--- config.mk ---
export PLATFORM = sky130hd
export DESIGN_NAME = window_scan_ctrl
export DESIGN_NICKNAME = d
export VERILOG_FILES = /design/src/rtl/img_pkg.sv /design/src/rtl/scan_counter.sv /design/src/rtl/window_scan_ctrl.sv
export SDC_FILE = /design/constraint.sdc
export NUM_CORES = 1
export LEC_CHECK = 0
export ABC_CLOCK_PERIOD_IN_PS = 3800
export BUFFER_PORTS_ARGS = -buffer_cell sky130_fd_sc_hd__buf_4
export CAP_MARGIN = 10
export CORE_UTILIZATION = 30
export DETAILED_ROUTE_END_ITERATION = 12
export GPL_TIMING_DRIVEN = 0
export PLACE_DENSITY = 0.6
export SLEW_MARGIN = 20
export SYNTH_ARGS = -nofsm -noshare
export SYNTH_HDL_FRONTEND = slang
export SYNTH_HIERARCHICAL = 1
export SYNTH_SLANG_ARGS = --single-unit
--- constraint.sdc ---
create_clock -name clk -period 3.8 [get_ports clk]
set_input_delay 1.14 -clock clk [delete_from_list [all_inputs] [get_ports clk]]
set_output_delay 1.14 -clock clk [all_outputs]
set_load 0.01 [all_outputs]
--- src/rtl/img_pkg.sv ---
// Shared constants and scan-state encoding for the 3x3 window-fetch sequencer.
package img_pkg;

  localparam int IMG_SIZE = 256;
  localparam int ADDR_W   = 16;
  localparam int WIN_LAST = IMG_SIZE - 3;
  localparam int OUT_SIZE = IMG_SIZE - 2;

  typedef enum logic [1:0] {
    IDLE = 2'd0,
    SCAN = 2'd1,
    DONE = 2'd2
  } scan_state_e;

endpackage

--- src/rtl/scan_counter.sv ---
// Window row/column counters with incremental RAM and output-image addresses.
module scan_counter #(
  parameter int IMG_SIZE = img_pkg::IMG_SIZE,
  parameter int ADDR_W   = img_pkg::ADDR_W
) (
  input  logic              clk,
  input  logic              rst_n,
  input  logic              clear,
  input  logic              advance,
  output logic [ADDR_W-1:0] imAddr,
  output logic [ADDR_W-1:0] outAddr,
  output logic [ADDR_W-1:0] winRow,
  output logic [ADDR_W-1:0] winCol,
  output logic              lastWin
);

  localparam logic [ADDR_W-1:0] WinLast = ADDR_W'(IMG_SIZE - 3);
  localparam logic [ADDR_W-1:0] One     = ADDR_W'(1);
  localparam logic [ADDR_W-1:0] Three   = ADDR_W'(3);

  logic colLast;
  logic rowLast;

  assign colLast = (winCol == WinLast);
  assign rowLast = (winRow == WinLast);
  assign lastWin = colLast & rowLast;

  // The final window is not advanced past, so the counters keep its coordinates.
  always_ff @(posedge clk) begin
    if (!rst_n || clear) begin
      imAddr  <= '0;
      outAddr <= '0;
      winRow  <= '0;
      winCol  <= '0;
    end else if (advance && !lastWin) begin
      outAddr <= outAddr + One;
      if (colLast) begin
        winCol <= '0;
        winRow <= winRow + One;
        imAddr <= imAddr + Three;
      end else begin
        winCol <= winCol + One;
        imAddr <= imAddr + One;
      end
    end
  end

endmodule

--- src/rtl/window_scan_ctrl.sv ---
// Frame-level FSM and valid/ready handshake for the 3x3 window scan.
// Optional AUTO_RESTART_EN: DONE restarts the scan directly for continuous streaming.
module window_scan_ctrl #(
  parameter int IMG_SIZE = img_pkg::IMG_SIZE,
  parameter int ADDR_W   = img_pkg::ADDR_W
) (
  input  logic              clk,
  input  logic              rst_n,
  input  logic              start,
  input  logic              abort,
  output logic [ADDR_W-1:0] im_addr,
  output logic              win_valid,
  input  logic              win_ready,
  output logic [ADDR_W-1:0] out_addr,
  output logic [ADDR_W-1:0] win_row,
  output logic [ADDR_W-1:0] win_col,
  output logic              busy,
  output logic              done
);

  import img_pkg::*;

  scan_state_e state;
  scan_state_e stateNext;
  logic        fire;
  logic        clearCnt;
  logic        lastWin;

  // Abort wins over a simultaneous handshake: that window is not accepted.
  assign fire = win_valid & win_ready & ~abort;

  scan_counter #(
    .IMG_SIZE (IMG_SIZE),
    .ADDR_W   (ADDR_W)
  ) uCounter (
    .clk     (clk),
    .rst_n   (rst_n),
    .clear   (clearCnt),
    .advance (fire),
    .imAddr  (im_addr),
    .outAddr (out_addr),
    .winRow  (win_row),
    .winCol  (win_col),
    .lastWin (lastWin)
  );

  always_ff @(posedge clk) begin
    if (!rst_n) begin
      state <= IDLE;
    end else begin
      state <= stateNext;
    end
  end

  always_comb begin
    stateNext = state;
    clearCnt  = 1'b0;
    win_valid = 1'b0;
    busy      = 1'b0;
    done      = 1'b0;
    case (state)
      IDLE: begin
        if (start) begin
          stateNext = SCAN;
          clearCnt  = 1'b1;
        end
      end
      SCAN: begin
        win_valid = 1'b1;
        busy      = 1'b1;
        if (abort) begin
          stateNext = IDLE;
        end else if (fire && lastWin) begin
          stateNext = DONE;
        end
      end
      DONE: begin
        done = 1'b1;
`ifdef AUTO_RESTART_EN
        stateNext = SCAN;
        clearCnt  = 1'b1;
`else
        stateNext = IDLE;
`endif
      end
      default: stateNext = IDLE;
    endcase
  end

endmodule

==> Yosys cells after proc, flatten, opt, wreduce, memory -nomap -nowiden <==
Index checks and enable logic that the tools add are counted.
Widths: inputs -> output; s select.
{ "classes": {"n_addsub": 5, "n_eq_ne": 6, "n_mux": 10, "bitwise": 4, "n_reduce_logical": 8} }
{ "ops": {"columns": ["cell", "n"], "rows": [
  ["$add 16x1->16 const B", 4],
  ["$eq 16x8->1 const B", 2],
  ["$mux 16", 2],
  ["$add 16x2->16 const B", 1],
  ["$mux 2", 3],
  ["$mux 1", 4],
  ["$pmux 2 s2", 1],
  ["$reduce_and 2->1", 2],
  ["$and 1x1->1", 3],
  ["$ne 3x3->1 const B", 1],
  ["$eq 2x1->1 const B", 1],
  ["$eq 2x2->1 const B", 1],
  ["$logic_and 1x1->1", 2],
  ["$logic_not 1->1", 2],
  ["$logic_not 2->1", 1],
  ["$ne 2x2->1 const B", 1],
  ["$logic_or 1x1->1", 1],
  ["$not 1->1", 1]
]} }
{ "word_totals": {"ff_bits": 66, "input_bits": 5, "output_inout_bits": 67, "elab_cells": 38} }

==> Logic depth before layout (Yosys ltp) <==
{ "logic_depth": {"word_depth": 8, "ltp_mapped": 13, "ltp_nobuf": 11} }

==> Modules after synthesis <==
Netlist, hierarchy kept.
{ "modules_own_cells": {"columns": ["module", "n_inst", "cells_each", "area_each_um2", "seq_area_each_um2"], "rows": [
  ["scan_counter", 1, 403, 3363.2, 1281.2],
  ["window_scan_ctrl", 1, 11, 118.9, 40.0]
]} }

==> Worst setup path after synthesis <==
Ideal clock, no wire load.
{ "synth_path": {"path_kind": "register to register", "from": "register uCounter.winCol[0]", "to": "register uCounter.imAddr[9]", "setup_time_ps": 70, "arrival_ps": 2942, "required_time_ps": 3730, "slack_ps": 787, "path_stages_with_launch": 12, "n_path_buf": 2, "period_less_slack_ps": 3013, "path_cell_list": "dfxtp_1 ha_1 or4b_4 or4_1 buf_4 inv_4 buf_6 ha_1 a21o_1 o211ai_1 or4_1 a21oi_1"} }
{ "synth_via": {"elab_chain_len": 4, "elab_cells_between_ends": 5, "classes_between": "1 x eq/ne; 1 x mux; 1 x bitwise; 2 x reduce/logical"} }
{ "synth_lines": {"columns": ["element", "line_no", "source"], "rows": [
  ["from (decl)", "scan_counter.sv:13", "output logic [ADDR_W-1:0] winCol,"],
  ["from (signal assigned)", "scan_counter.sv:42", "winCol <= winCol + One;"],
  ["$eq 16x8->1 *", "scan_counter.sv:24", "assign colLast = (winCol == WinLast);"],
  ["$and 1x1->1", "scan_counter.sv:26", "assign lastWin = colLast & rowLast;"],
  ["$logic_not 1->1", "scan_counter.sv:35", "end else if (advance && !lastWin) begin"],
  ["$logic_and 1x1->1", "scan_counter.sv:35", null],
  ["to (signal assigned)", "scan_counter.sv:40", "imAddr <= imAddr + Three;"],
  ["to (signal assigned)", "scan_counter.sv:43", "imAddr <= imAddr + One;"],
  ["to (decl)", "scan_counter.sv:10", "output logic [ADDR_W-1:0] imAddr,"]
]} }
Every way passes the cells marked *; elsewhere a longest branch is shown, timed or not.
A chain may end at the register's enable or synchronous reset.

==> Worst setup path in the final report <==
{ "layout_path": {"from": "input port abort", "to": "register uCounter.winCol[14]"} }
{ "layout_via": {"elab_chain_len": 3} }
{ "layout_lines": {"columns": ["element", "line_no", "source"], "rows": [
  ["from (decl)", "window_scan_ctrl.sv:10", "input logic abort,"],
  ["$not 1->1", "window_scan_ctrl.sv:30", "assign fire = win_valid & win_ready & ~abort;"],
  ["$and 1x1->1", "window_scan_ctrl.sv:30", null],
  ["via fire", "window_scan_ctrl.sv:25", "logic fire;"],
  ["$logic_and 1x1->1", "scan_counter.sv:35", null]
]} }
The timed path passes the listed nets, and every way through them passes these cells.

==> summary.txt <==
Power
  – Sequential group share of total power: 42.0%
  – Net switching fraction of the power: 21.3%
  – Worst VDD drop: 0.197 mV
  – Post-route total power: 0.00166 W
  – Power Dens Cells: 368 nW/um^2
  – Switching power: 0.000354 W
  – Leak: 1.64 nW
  – Pint: 0.00130 W
  – Gate power share: 3.6%
  – Clock Power Share: 54.4%

Global routing
  – First-pass GRT wire length: 16.3 mm
  – Remaining global-route overflow: 0
  – Largest net degree at the start of global routing: 12
  – Total GRT Usage: 17.7%
  – Vias in the first global route: 3193
  – Initial antenna violation count: 0

Yosys
  – Syn avg cell area: 8.41 sq um
  – Post-Synthesis Cells: 414
  – Largest area contributor in the netlist: dfxtp_1
  – Seq/Total Area, Yosys: 37.9%
  – Top FF cell, synth: dfxtp_1
  – Number of synthesized flops with an enable pin: 0
  – Post-Syn Nets: 426
  – Synthesized area: 3480 sq um
  – Unique masters post-synth: 59
  – Share of synthesized registers carrying an async set or reset: 0%
  – Yosys top cell area share: 37.9%
  – Yosys reg bits: 66
  – Area contributors post-synth: dfxtp_1, nor2_1, a21oi_1
  – YS warnings: 6

Finish
  – Nets: 508
  – Share of layout cells above drive strength 1: 21.4%
  – Post-layout util: 40.7%
  – Fin area: 4510 sq um
  – Area grow syn2layout: 29.6%
  – Layout filler cell count: 1132
  – # diodes: 0

Routing
  – Routed WL: 10.2 mm
  – Number of vias per cell: 5.37
  – WL/cell: 15.9 microns
  – DRT Pass-1 Iters: 5
  – DR iter-0 viols: 181
  – Vias: 3443
  – Residual DRC: 0
  – Antenna Nets Post-Route: 0

Setup path
  – Crit path kind: in2reg
  – Reg2reg path depth: 11
  – CP max stage delay: 850 ps
  – Worst path required time: 4010 ps
  – Worst setup SP type: primary input
  – Crit path cell chain: buf_4, nor3b_2, and2_1, inv_1, clkbuf_1, a21oi_1, o21ai_0, a32o_1
  – Worst R2R Setup Slack: 430 ps
  – Crit end category: flop
  – Worst-path fanout max: 10
  – R2r startpoint: uCounter/winCol[0]$_SDFFE_PP0P_
  – Data arrival, critical path: 3590 ps
  – Slowest CP cell: a21oi_1
  – FF-to-FF End: uCounter/imAddr[9]$_SDFFE_PP0P_

CTS
  – Setup Buffers After CTS: 0
  – H-Tree Level Count: 3
  – Clk_lat worst skew: 330 ps
  – Worst-case clock buffer depth: 2
  – CTS Sinks: 66
  – Post-CTS Hold Buffers: 0
  – Number of buffers created by CTS: 9
  – Worst-path clk slew: 60 ps
  – # resized after CTS: 0
  – CTS tree: done
  – Clock root buffer: clkbuf_16

Place
  – Gpl congestion: 0.824
  – Post-DP HPWL: 7.32 mm
  – Post-DP Area: 4190 sq um
  – Port buffer count: 71

Timing
  – Period Utilization, post-route: 89.0%
  – Slew Viols, Final: 0
  – RSZ-0062 raised after global routing: false
  – Setup violators final: 0
  – Worst slew margin: 37.9%
  – Peak Freq: 0.296 GHz
  – Clk_skew: 6.71 ps
  – Worst-Margin Slew: 932 ps
  – Fin. Hold Viols: 0
  – Post-route minimum period: 3380 ps
  – Setup Total Neg Slack: 0 ps

Floorplanning
  – Die Area: 12000 sq um
  – Chip height: 110 microns
  – Die X: 110 microns
  – Initial core utilization: 31.4%
  – Core area: 11100 sq um
  – Num ports: 72
  – Row count: 38

Hold path
  – WHS Endpoint: uCounter/imAddr[15]$_SDFFE_PP0P_
  – Hold/Removal Path Class: reg2reg
  – Hold Crit Start: uCounter/imAddr[15]$_SDFFE_PP0P_
  – WHS Path Cells: 2

Flow run
  – Max Cap Viol: 0

Outcome
  – Status: completed
critical path, delay by kind of cell:
family	cells	cell delay, ps
AO/OA/AOI/OAI	3	1370
buffers and inverters	3	560
AND/OR/NAND/NOR	2	520
power groups by stage:
| stage | clock (W) | sequential, W | combinational, W |
|---|---|---|---|
| after global placement | 0 | 0.000711 | 0.0000579 |
| final | 0.000903 | 0.000696 | 0.0000595 |
| after global routing | 0.000952 | 0.000696 | 0.0000647 |
| after detailed placement | 0 | 0.000711 | 0.0000592 |
| after floorplan | 0 | 0.000711 | 0.0000339 |
| after CTS | 0.000922 | 0.000696 | 0.0000594 |
final cells by class:
cell class	instances	area, sq um	area share, %
inverter	12	47.5	1.05
buffer	25	126	2.80
clock inverter	4	75.1	1.66
sequential	66	1320	29.3
timing repair buffer	71	533	11.8
clock buffer	12	246	5.46
tap	140	175	3.88
multi-input combinational	311	1990	44.0
cells by family after synthesis:
logic type	Yosys count	synth area share, %
compound gates	89	16.8
xor+xnor	24	6.04
fa+ha+maj	7	2.73
buf+inv	37	4.99
flops	66	37.9
mux	6	1.76
simple gates	185	29.8
flip-flops by register name, summed over array words and instances (netlist names):
register          flops
uCounter/winCol      16
state                 2
uCounter/imAddr      16
uCounter/winRow      16
uCounter/outAddr     16
synthesized netlist by cell type (all sizes together), types with 2 or more instances:
master and number:
o2111ai 3, inv 12, xor2 9, or4b 2, nor2b 2, a211oi 2
and3b 2, buf 8, nand4 17, nand3 27, nand2b 3, a2111oi 3
nor4 8, a21o 2, o21ai 16, ha 6, xnor2 15, and4 5
or4 11, o211ai 8, a21oi 34, clkbuf 17, o31ai 4, a2bb2oi 2
nor3b 2, a32o 2, nor4b 2, nor3 8, nor2 48, a31oi 4
nand2 29, dfxtp 66, or3 12, mux2i 5, and3 3
worst max-delay path by stage:
stage / start / slack [ps] / endpoint
detailed placement: abort / 170 / uCounter/winCol[14]$_SDFFE_PP0P_
finish: abort / 420 / uCounter/winCol[14]$_SDFFE_PP0P_
global route: uCounter/winCol[0]$_SDFFE_PP0P_ / 250 / uCounter/imAddr[9]$_SDFFE_PP0P_
floorplan: uCounter/winCol[0]$_SDFFE_PP0P_ / 790 / uCounter/imAddr[9]$_SDFFE_PP0P_
CTS: uCounter/winCol[0]$_SDFFE_PP0P_ / 440 / uCounter/imAddr[9]$_SDFFE_PP0P_
global placement: abort / 250 / uCounter/winCol[14]$_SDFFE_PP0P_
cell usage in the layout, fill, tap and decap left out, types with 5 or more instances in the layout:
cell	instances
o211ai_1	7
inv_1	11
xnor2_1	15
nand4_1	17
or4_1	11
clkbuf_1	19
xor2_1	9
buf_4	75
nor3_1	8
clkbuf_16	9
nand3_1	26
mux2i_1	5
o21ai_0	15
nand2_1	29
dfxtp_1	66
a21oi_1	34
nor2_1	48
ha_1	6
or3_1	12
and4_1	5
per-layer routing:
layer / vias up / part of all wire (%) / track usage [%]
met5: - / 0 / 0
met4: 0 / 1.2 / 5.14
met3: 13 / 5.7 / 3.79
met2: 111 / 47 / 29.2
met1: 1628 / 46 / 23.1
li1: 1691 / - / -
stage by stage:
step                worst slack, ps  instances  hold slack [ps]
finish                          418        641              504
global route                    249        641              523
CTS                             437        641              508
detailed placement              166        625              499
global placement                251        625              473
floorplan                       787        414              502
Note: power is estimated with default switching activity, not from simulation.
